$ cat config.mk
export PLATFORM = sky130hd
export DESIGN_NAME = reg_alu_pipe_flat
export DESIGN_NICKNAME = d
export VERILOG_FILES = /design/src/rtl/reg_alu_pipe_pkg.sv /design/src/rtl/reg_alu_pipe_if.sv /design/src/rtl/reg_alu_pipe_alu.sv /design/src/rtl/reg_alu_pipe.sv /design/src/flat_wrapper.sv
export SDC_FILE = /design/constraint.sdc
export NUM_CORES = 1
export LEC_CHECK = 0
export ABC_CLOCK_PERIOD_IN_PS = 4970
export CAP_MARGIN = 5
export CORE_ASPECT_RATIO = 1.4
export CORE_MARGIN = 1
export CORE_UTILIZATION = 30
export CTS_BUF_LIST = sky130_fd_sc_hd__clkbuf_4 sky130_fd_sc_hd__clkbuf_8
export DETAILED_ROUTE_END_ITERATION = 10
export GPL_ROUTABILITY_DRIVEN = 0
export GPL_TIMING_DRIVEN = 1
export HOLD_SLACK_MARGIN = 0.12
export PLACE_DENSITY = 0.56
export SYNTH_ARGS = -nofsm -noshare
export SYNTH_HDL_FRONTEND = slang
export SYNTH_SLANG_ARGS = --single-unit
export TNS_END_PERCENT = 1
$ cat constraint.sdc
create_clock -name clk -period 4.97 [get_ports clk]
set_input_delay 0.994 -clock clk [delete_from_list [all_inputs] [get_ports clk]]
set_output_delay 0.994 -clock clk [all_outputs]
set_load 0.01 [all_outputs]
$ cat src/rtl/reg_alu_pipe_pkg.sv
// Shared opcode encoding for the register-file/ALU execute core.
package reg_alu_pkg;

    typedef enum logic [2:0] {
        OP_ADD  = 3'b000,
        OP_SUB  = 3'b001,
        OP_AND  = 3'b010,
        OP_OR   = 3'b011,
        OP_XOR  = 3'b100,
        OP_SHL  = 3'b101,
        OP_SHR  = 3'b110,
        OP_PASS = 3'b111
    } op_t;

endpackage

$ cat src/rtl/reg_alu_pipe_if.sv
// Control/data bundle between the CPU controller (master) and the execute core (slave).
interface reg_alu_pipe_if #(
    parameter int WIDTH = 16,
    parameter int AW    = 3
);
    logic             sel;
    logic             wr;
    logic [2:0]       op;
    logic [AW-1:0]    rd_addr_a;
    logic [AW-1:0]    rd_addr_b;
    logic [AW-1:0]    wr_addr;
    logic [WIDTH-1:0] d_in;
    logic [WIDTH-1:0] d_out_a;
    logic [WIDTH-1:0] d_out_b;
    logic             cout;
    logic             zero;
    logic             neg;

    modport master (
        output sel, wr, op, rd_addr_a, rd_addr_b, wr_addr, d_in,
        input  d_out_a, d_out_b, cout, zero, neg
    );

    modport slave (
        input  sel, wr, op, rd_addr_a, rd_addr_b, wr_addr, d_in,
        output d_out_a, d_out_b, cout, zero, neg
    );
endinterface

$ cat src/rtl/reg_alu_pipe_alu.sv
// Combinational 8-operation ALU; carry semantics depend on the operation.
module alu_core
    import reg_alu_pkg::*;
#(
    parameter int WIDTH = 16
) (
    input  logic [WIDTH-1:0] a,
    input  logic [WIDTH-1:0] b,
    input  op_t              op,
    output logic [WIDTH-1:0] y,
    output logic             c
);
    logic [WIDTH:0] sum;

    always_comb begin
        sum = '0;
        y   = '0;
        c   = 1'b0;
        case (op)
            OP_ADD: begin
                sum = {1'b0, a} + {1'b0, b};
                y   = sum[WIDTH-1:0];
                c   = sum[WIDTH];
            end
            // carry out of SUB is the inverted borrow
            OP_SUB: begin
                sum = {1'b0, a} + {1'b0, ~b} + {{WIDTH{1'b0}}, 1'b1};
                y   = sum[WIDTH-1:0];
                c   = sum[WIDTH];
            end
            OP_AND:  y = a & b;
            OP_OR:   y = a | b;
            OP_XOR:  y = a ^ b;
            OP_SHL: begin
                y = {a[WIDTH-2:0], 1'b0};
                c = a[WIDTH-1];
            end
            OP_SHR: begin
                y = {1'b0, a[WIDTH-1:1]};
                c = a[0];
            end
            OP_PASS: y = a;
            default: y = '0;
        endcase
    end
endmodule

$ cat src/rtl/reg_alu_pipe.sv
// Register file + ALU with one registered write-back stage and operand bypass.
module reg_alu_pipe
    import reg_alu_pkg::*;
#(
    parameter int WIDTH   = 16,
    parameter int NREGS   = 8,
    parameter int ZERO_R0 = 0
) (
    input logic           clk,
    input logic           reset,
    reg_alu_pipe_if.slave bus
);
    localparam int AW = $clog2(NREGS);

    logic [WIDTH-1:0] regs [NREGS];
    logic             wb_valid;
    logic [AW-1:0]    wb_addr;
    logic [WIDTH-1:0] wb_data;
    logic [WIDTH-1:0] rd_a;
    logic [WIDTH-1:0] rd_b;
    logic [WIDTH-1:0] alu_y;
    logic             alu_c;
    logic             cout_q;
    logic             zero_q;
    logic             neg_q;
    logic             zero_wb;

    function automatic logic is_zero_reg(input logic [AW-1:0] addr);
        return (ZERO_R0 != 0) && (addr == '0);
    endfunction

    assign zero_wb = is_zero_reg(wb_addr);

    // WB holds the youngest value, so it takes priority over the array
    always_comb begin
        rd_a = regs[bus.rd_addr_a];
        if (is_zero_reg(bus.rd_addr_a))
            rd_a = '0;
        else if (wb_valid && wb_addr == bus.rd_addr_a)
            rd_a = wb_data;
    end

    always_comb begin
        rd_b = regs[bus.rd_addr_b];
        if (is_zero_reg(bus.rd_addr_b))
            rd_b = '0;
        else if (wb_valid && wb_addr == bus.rd_addr_b)
            rd_b = wb_data;
    end

    alu_core #(.WIDTH(WIDTH)) u_alu (
        .a  (rd_a),
        .b  (rd_b),
        .op (op_t'(bus.op)),
        .y  (alu_y),
        .c  (alu_c)
    );

    always_ff @(posedge clk or negedge reset) begin
        if (!reset) begin
            for (int unsigned i = 0; i < NREGS; i++)
                regs[i] <= '0;
            wb_valid <= 1'b0;
            wb_addr  <= '0;
            wb_data  <= '0;
        end else begin
            if (wb_valid && !zero_wb)
                regs[wb_addr] <= wb_data;
            wb_valid <= bus.wr;
            wb_addr  <= bus.wr_addr;
            wb_data  <= bus.sel ? alu_y : bus.d_in;
        end
    end

    always_ff @(posedge clk or negedge reset) begin
        if (!reset) begin
            cout_q <= 1'b0;
            zero_q <= 1'b0;
            neg_q  <= 1'b0;
        end else if (bus.wr && bus.sel) begin
            cout_q <= alu_c;
            zero_q <= (alu_y == '0);
            neg_q  <= alu_y[WIDTH-1];
        end
    end

    assign bus.d_out_a = rd_a;
    assign bus.d_out_b = rd_b;
    assign bus.cout    = cout_q;
    assign bus.zero    = zero_q;
    assign bus.neg     = neg_q;
endmodule
$ cat src/flat_wrapper.sv
// flat-port wrapper written by rule: the top's interface ports become plain ports
module reg_alu_pipe_flat import reg_alu_pkg::*;
#(
    parameter int WIDTH   = 16,
    parameter int NREGS   = 8,
    parameter int ZERO_R0 = 0
)
  (clk, reset, bus_sel, bus_wr, bus_op, bus_rd_addr_a, bus_rd_addr_b, bus_wr_addr, bus_d_in, bus_d_out_a, bus_d_out_b, bus_cout, bus_zero, bus_neg);
  reg_alu_pipe_if #(.WIDTH(WIDTH)) bus_i ();
  input logic clk;
  input logic reset;
  input wire logic [$bits(bus_i.sel)-1:0] bus_sel;
  input wire logic [$bits(bus_i.wr)-1:0] bus_wr;
  input wire logic [$bits(bus_i.op)-1:0] bus_op;
  input wire logic [$bits(bus_i.rd_addr_a)-1:0] bus_rd_addr_a;
  input wire logic [$bits(bus_i.rd_addr_b)-1:0] bus_rd_addr_b;
  input wire logic [$bits(bus_i.wr_addr)-1:0] bus_wr_addr;
  input wire logic [$bits(bus_i.d_in)-1:0] bus_d_in;
  output wire logic [$bits(bus_i.d_out_a)-1:0] bus_d_out_a;
  output wire logic [$bits(bus_i.d_out_b)-1:0] bus_d_out_b;
  output wire logic [$bits(bus_i.cout)-1:0] bus_cout;
  output wire logic [$bits(bus_i.zero)-1:0] bus_zero;
  output wire logic [$bits(bus_i.neg)-1:0] bus_neg;
  assign bus_i.sel = bus_sel;
  assign bus_i.wr = bus_wr;
  assign bus_i.op = bus_op;
  assign bus_i.rd_addr_a = bus_rd_addr_a;
  assign bus_i.rd_addr_b = bus_rd_addr_b;
  assign bus_i.wr_addr = bus_wr_addr;
  assign bus_i.d_in = bus_d_in;
  assign bus_d_out_a = bus_i.d_out_a;
  assign bus_d_out_b = bus_i.d_out_b;
  assign bus_cout = bus_i.cout;
  assign bus_zero = bus_i.zero;
  assign bus_neg = bus_i.neg;
  reg_alu_pipe #(.WIDTH(WIDTH), .NREGS(NREGS), .ZERO_R0(ZERO_R0)) u_core (.clk(clk), .reset(reset), .bus(bus_i));
endmodule
Yosys cells after proc, flatten, opt, wreduce, memory -nomap -nowiden. Index checks and enable logic that the tools add are counted.

Flip-flop bits (word level): 151. Input bits: 32. Output and inout bits: 35. Word-level logic and storage cells: 57.

$add $sub $neg: 3. Magnitude comparators: 4. Equal/unequal tests: 9. Mux-type cells: 14. Bitwise operators: 7. Reductions and logical operators: 6.

Operators with widths (number): bitwise mux 128 bit (1); 2-to-1 mux 16 bit (8); one-hot mux 16 bit (8 select lines) (1); binary-select mux 16 bit (select 3 bit) (2); demux 16 bit (select 3 bit) (1); adder 16 x 16 -> 17 bit (2); adder 17 x 1 -> 17 bit, second input constant (1); bitwise AND 16 bit (1); logical NOT 16 bit (1); NOT 16 bit (1); OR 16 bit (1); XOR 16 bit (1); == test 3 bit, second input constant (4); >= comparator 4 bit, second input constant (3); NOT 3 -> 4 bit (3); == test 3 x 2 -> 1 bit, second input constant (2); == test 3 bit (2); logical AND 1 bit (4); < comparator 4 x 1 -> 1 bit, second input constant (1); one-hot mux 1 bit (4 select lines) (1); == test 3 x 1 -> 1 bit, second input constant (1); logical NOT 3 bit (1).

Logic depth before layout (Yosys ltp).
Depth in word-level cells: 10. Depth in mapped cells: 20. Gate-level depth less buffers: 17.

Hierarchy. Synthesis repeated with hierarchy kept, for this count alone.

Cell total of the unflattened synthesis: 925. Area, all modules: 11259.5 um^2.

Modules (own cells, without submodules): reg_alu_pipe (times used 1, cells each 503, area each 8363.0 um^2, seq. area each 3778.6 um^2); alu_core (times used 1, cells each 422, area each 2896.5 um^2, seq. area each 0.0 um^2).

Worst setup path before layout. No wires, ideal clock.

Kind: input-to-reg. Start point: input bus_rd_addr_b[0]. End point: register u_core.zero_q, in the netlist u_core.bus.zero. Setup time: 0.120 ns. Arrival time: 5.296 ns. Data required time: 4.850 ns. Path slack: -0.447 ns. Stages on the path: 18. Path buffers: 3. Cell sequence: clkbuf_1 buf_1 xnor2_1 nand4_1 clkbuf_1 nor2_1 a21oi_1 inv_1 ha_1 a211oi_1 o31ai_1 a31o_2 a221o_1 a21o_1 a2111o_1 o211ai_1 nor4_1 a41o_1.

Cells in the longest elaborated chain, start to end: 10. Elaborated cells on any way between the ends: 16. Classes of those cells: 3 x add/sub; 1 x eq/ne; 5 x mux; 5 x bitwise; 2 x reduce/logical.

RTL lines: from (decl) (RTL line flat_wrapper.sv:16) `input wire logic [$bits(bus_i.rd_addr_b)-1:0] bus_rd_addr_b;`; NOT 3 -> 4 bit (implied by the code) (RTL line reg_alu_pipe.sv:44) `rd_b = regs[bus.rd_addr_b];`; binary-select mux 16 bit (select 3 bit) (RTL line reg_alu_pipe.sv:44); 2-to-1 mux 16 bit (implied by the code) (2 in series) (RTL line reg_alu_pipe.sv:44); 2-to-1 mux 16 bit (*) (RTL line reg_alu_pipe.sv:47) `else if (wb_valid && wb_addr == bus.rd_addr_b)`; via bus_d_out_b[1] (RTL line flat_wrapper.sv:20) `output wire logic [$bits(bus_i.d_out_b)-1:0] bus_d_out_b;`; NOT 16 bit (RTL line reg_alu_pipe_alu.sv:27) `sum = {1'b0, a} + {1'b0, ~b} + {{WIDTH{1'b0}}, 1'b1};`; adder 16 x 16 -> 17 bit (RTL line reg_alu_pipe_alu.sv:27); adder 17 x 1 -> 17 bit (RTL line reg_alu_pipe_alu.sv:27); one-hot mux 16 bit (8 select lines) (*) (RTL line reg_alu_pipe_alu.sv:19) `case (op)`; logical NOT 16 bit (*) (RTL line reg_alu_pipe.sv:82) `zero_q <= (alu_y == '0);`; to (signal assigned) (RTL line reg_alu_pipe.sv:82); to (decl) (RTL line reg_alu_pipe.sv:24) `logic zero_q;`.

The timed path passes the listed nets; every way through them passes the cells marked *. The select of a mux whose other input is x is not followed. A chain may end at the register's enable or synchronous reset.

Worst setup path in the final report.
Start point: input bus_rd_addr_a[0]. End point: register u_core.zero_q, in the netlist u_core.bus.zero.

Cells in the longest elaborated chain, start to end: 9. Elaborated cells on any way between the ends: 15. Classes of those cells: 3 x add/sub; 1 x eq/ne; 5 x mux; 4 x bitwise; 2 x reduce/logical.

RTL lines: from (decl) (RTL line flat_wrapper.sv:15) `input wire logic [$bits(bus_i.rd_addr_a)-1:0] bus_rd_addr_a;`; NOT 3 -> 4 bit (implied by the code) (RTL line reg_alu_pipe.sv:36) `rd_a = regs[bus.rd_addr_a];`; binary-select mux 16 bit (select 3 bit) (RTL line reg_alu_pipe.sv:36); 2-to-1 mux 16 bit (implied by the code) (2 in series) (RTL line reg_alu_pipe.sv:36); 2-to-1 mux 16 bit (*) (RTL line reg_alu_pipe.sv:39) `else if (wb_valid && wb_addr == bus.rd_addr_a)`; adder 16 x 16 -> 17 bit (RTL line reg_alu_pipe_alu.sv:27); adder 17 x 1 -> 17 bit (RTL line reg_alu_pipe_alu.sv:27); one-hot mux 16 bit (8 select lines) (*) (RTL line reg_alu_pipe_alu.sv:19); logical NOT 16 bit (*) (RTL line reg_alu_pipe.sv:82).

Every way passes the cells marked *; elsewhere a longest branch is shown, timed or not. The select of a mux whose other input is x is not followed.

==> impl_metrics.json <==
{
  "status": "complete, but fails checks",
  "violations": "DRC",
  "p_total_mw": 9.291,
  "netlist_area_sq_um": 11190,
  "ant_nets": 0,
  "peakVddDrop_v": 0.0001697,
  "rr_startpoint": "u_core.wb_addr[1]",
  "ys_warn_count": 0,
  "die_y_microns": 230.5,
  "worst_pin_slew_ns": 0.8526,
  "slew_headroom_pct": 42.91,
  "min_path_cells": 2,
  "dp_hpwl_microns": 27890,
  "initial_core_util_pct": 30.44,
  "hold_buffers": 0,
  "min_period_ns": 4.829,
  "yosysUniqueCellTypes": 77,
  "cts_tree": "built",
  "synth_top_cell_by_area": "dfrtp_1",
  "hp-start": "u_core.bus.cout",
  "area_growth_pct": 29.66,
  "critical-path-top-delay-family": "compound AO/OA/AOI/OAI gates",
  "n_fill_cell": 3580,
  "setup-violations-final": 0,
  "r2r_cells": 19,
  "r2r_setup_slack_ns": 0.67,
  "synth-seq-cells": 151,
  "path_cells": "clkdlybuf4s50_1 > buf_6 > mux4_2 > mux2_2 > mux2i_2 > inv_2 > ha_4 > buf_4 > nor2_1 > o31ai_2 > buf_4 > a31o_2 > a221o_1 > a21o_1 > a2111o_1 > o211ai_1 > nor4_2 > a41o_1",
  "grt_first_pass_wirelength_microns": 55360,
  "min_path_type": "reg -> reg",
  "multi_input_area_sq_um": 7129,
  "leakage_nw": 6.198,
  "crit_arrival_ns": 5.17,
  "path_max_fanout": 5,
  "wl_per_cell_microns": 21.02,
  "crit_path_frequent_cell": "buf_4",
  "seq_area_sq_um": 3779,
  "ios": 67,
  "cts-root-buf": "clkbuf_8",
  "synth_nets": 1100,
  "grt_max_degree": 84,
  "die_w_microns": 165.2,
  "maxCapViolCount": 0,
  "clockBufferDepth": 2,
  "pre_cts_ws_ns": -0.6687,
  "portBuffers": 66,
  "globalRouteOverflowTotal": 0,
  "clk_pin_slew_ns": 0.07,
  "synth_common_cells": "151 x dfrtp_1, 147 x mux2_2, 77 x nor2_1, 69 x a21oi_1, 64 x clkbuf_1",
  "max_stage_delay_ns": 0.49,
  "period_share_pct": 97.17,
  "layout.cells.non_filler": 1721,
  "startpoint_type": "input port",
  "grt_use_total_pct": 19.41,
  "crit_buf_inv": 5,
  "grt_pass1_vias": 9792,
  "critPathKind": "in -> reg",
  "ys_seq_area_share_pct": 33.77,
  "rows": 83,
  "coreArea_sq_um": 36760,
  "crit_start": "bus_rd_addr_a[0]",
  "yosysMostFrequentCell": "dfrtp_1",
  "dp_cells": 1686,
  "critPathRequiredTime_ns": 5.32,
  "avgSynthCellArea_sq_um": 10.99,
  "antenna_found_initial": 1,
  "drive_gt1_share_pct": 42.62,
  "cts_buffers": 17,
  "vias_per_cell": 5.396,
  "end_kind": "register",
  "clock_latency_ns": 0.46,
  "synthTopCellsByArea": "dfrtp_1 34%, mux2_2 15%, mux4_2 11%",
  "h-tree-depth": 4,
  "remaining_drc_errors": 14,
  "nets": 1322,
  "drt_pass1_iterations": 8,
  "min_delay_worst_endpoint": "u_core.bus.cout",
  "synth_edf_count": 0,
  "async_reset_ff_share_pct": 100.0,
  "finClkSkew_ns": 0.009352,
  "fin_ws_ns": 0.1409,
  "hold_viol": 0,
  "synth_flop_cell": "dfrtp_1",
  "vias": 9287,
  "clkSinkCount": 151,
  "reg2reg_to": "u_core.bus.zero",
  "drv_slew": 0,
  "cellPowerDensity_nw_per_um2": 640.3,
  "max_freq_mhz": 207.1,
  "wl_microns": 36170,
  "worst_path_max_delay_cell": "mux4_2",
  "die-area_sq_um": 38090,
  "drtIter0Drc": 563,
  "synth_top_area_share_pct": 33.77,
  "synth_cells": 1018
}
-- worst max path at each step --
stage / slack (ns) / depth (start not counted) / endpoint
5_1_grt: -0.007 / 20 / u_core.bus.zero
3_5_place_dp: -0.67 / 16 / u_core.bus.zero
4_1_cts: 0.01 / 17 / u_core.bus.zero
3_3_place_gp: -0.68 / 16 / u_core.bus.zero
2_1_floorplan: 0.02 / 17 / u_core.bus.zero
6_report: 0.14 / 18 / u_core.bus.zero
-- sequential cells by signal, indices dropped and copies added (netlist names) --
name,count
u_core.bus.zero,1
u_core.wb_valid,1
u_core.wb_addr,3
u_core.regs,128
u_core.wb_data,16
u_core.bus.neg,1
u_core.bus.cout,1
-- metal layers --
| layer | wire (microns) | global-route usage [%] | vias up |
|---|---|---|---|
| met5 | 0 | 0 | - |
| met4 | 1935 | 11.27 | 0 |
| met3 | 1245 | 2.569 | 97 |
| met2 | 19180 | 34.68 | 270 |
| met1 | 13810 | 21.69 | 4667 |
| li1 | - | - | 4253 |
-- metrics by stage --
stage | TNS [ns] | util [%] | area (sq um) | hold WS (ns)
finish | 0 | 39.47 | 14510 | 0.5142
global route | -0.006963 | 39.47 | 14510 | 0.5486
CTS | 0 | 38.73 | 14240 | 0.5233
detailed placement | -4.090 | 37.39 | 13750 | 0.4932
global placement | -4.206 | 37.39 | 13750 | 0.4938
floorplan | 0 | - | 11200 | 0.4881
-- layout make-up --
type                    instances  area share, %
clock buffers                  21          1.949
well taps                     467          4.027
diodes                          1        0.01725
clock inverters                11          1.173
repair buffers                289          16.31
multi-input cells             729          49.13
flip-flops and latches        151          26.04
inverters                      52          1.345
-- placed cells by master (no fill, tap or decap), drive strengths merged, types with 4 or more instances in the layout --
master	Yosys	layout
a2111oi	6	6
a211oi	6	6
a21o	9	9
a21oi	69	69
a221o	4	4
a221oi	7	7
a22oi	5	5
a2bb2oi	4	4
a31oi	5	5
and2	4	4
buf	22	228
bufinv	0	4
clkbuf	64	21
clkdlybuf4s50	0	60
clkinv	1	4
dfrtp	151	151
ha	48	48
inv	51	52
mux2	148	148
mux2i	40	40
mux4	64	64
nand2	29	29
nand2b	8	8
nand3	8	8
nand4	5	5
nand4b	4	4
nor2	77	77
nor2b	18	18
nor3	17	17
nor4	8	8
o211ai	7	7
o21a	4	4
o21ai	29	29
o221ai	8	8
o22ai	8	8
o31ai	6	6
or2	5	5
xnor2	17	17
-- repair_timing --
action,4_1_cts,5_1_grt
buffers inserted,0,2
setup endpoints to repair,5,9
pin swaps,1,11
gates resized for setup,11,56
-- power breakdown --
group | leakage (nW) | switching (mW) | internal (mW)
Clock | 0.222 | 0.461 | 0.593
Sequential | 1.79 | 0.476 | 1.72
Combinational | 4.19 | 2.81 | 3.24
-- worst register-to-register path: stages, from the launching register on --
cell	delay (ns)
dfrtp_1	0.55
xnor2_1	0.20
nand4_1	0.10
buf_4	0.20
buf_4	0.22
nor2_1	0.06
a21oi_1	0.33
inv_1	0.11
ha_1	0.37
buf_4	0.19
nor2b_1	0.13
o21ai_0	0.23
buf_4	0.15
nand3_1	0.08
o221ai_2	0.19
a21oi_2	0.09
xnor2_1	0.17
a221o_1	0.37
nor4_2	0.28
a41o_1	0.22
-- kinds of logic after synthesis --
group           count (synthesis)  share of synthesized area (%)
compound gates                210                          12.63
flops                         151                          33.77
simple gates                  199                          8.833
xor+xnor                       18                          1.409
mux                           252                          32.50
buf+inv                       138                          5.132
fa+ha+maj                      50                          5.725
(Power assumes the default switching activity.)
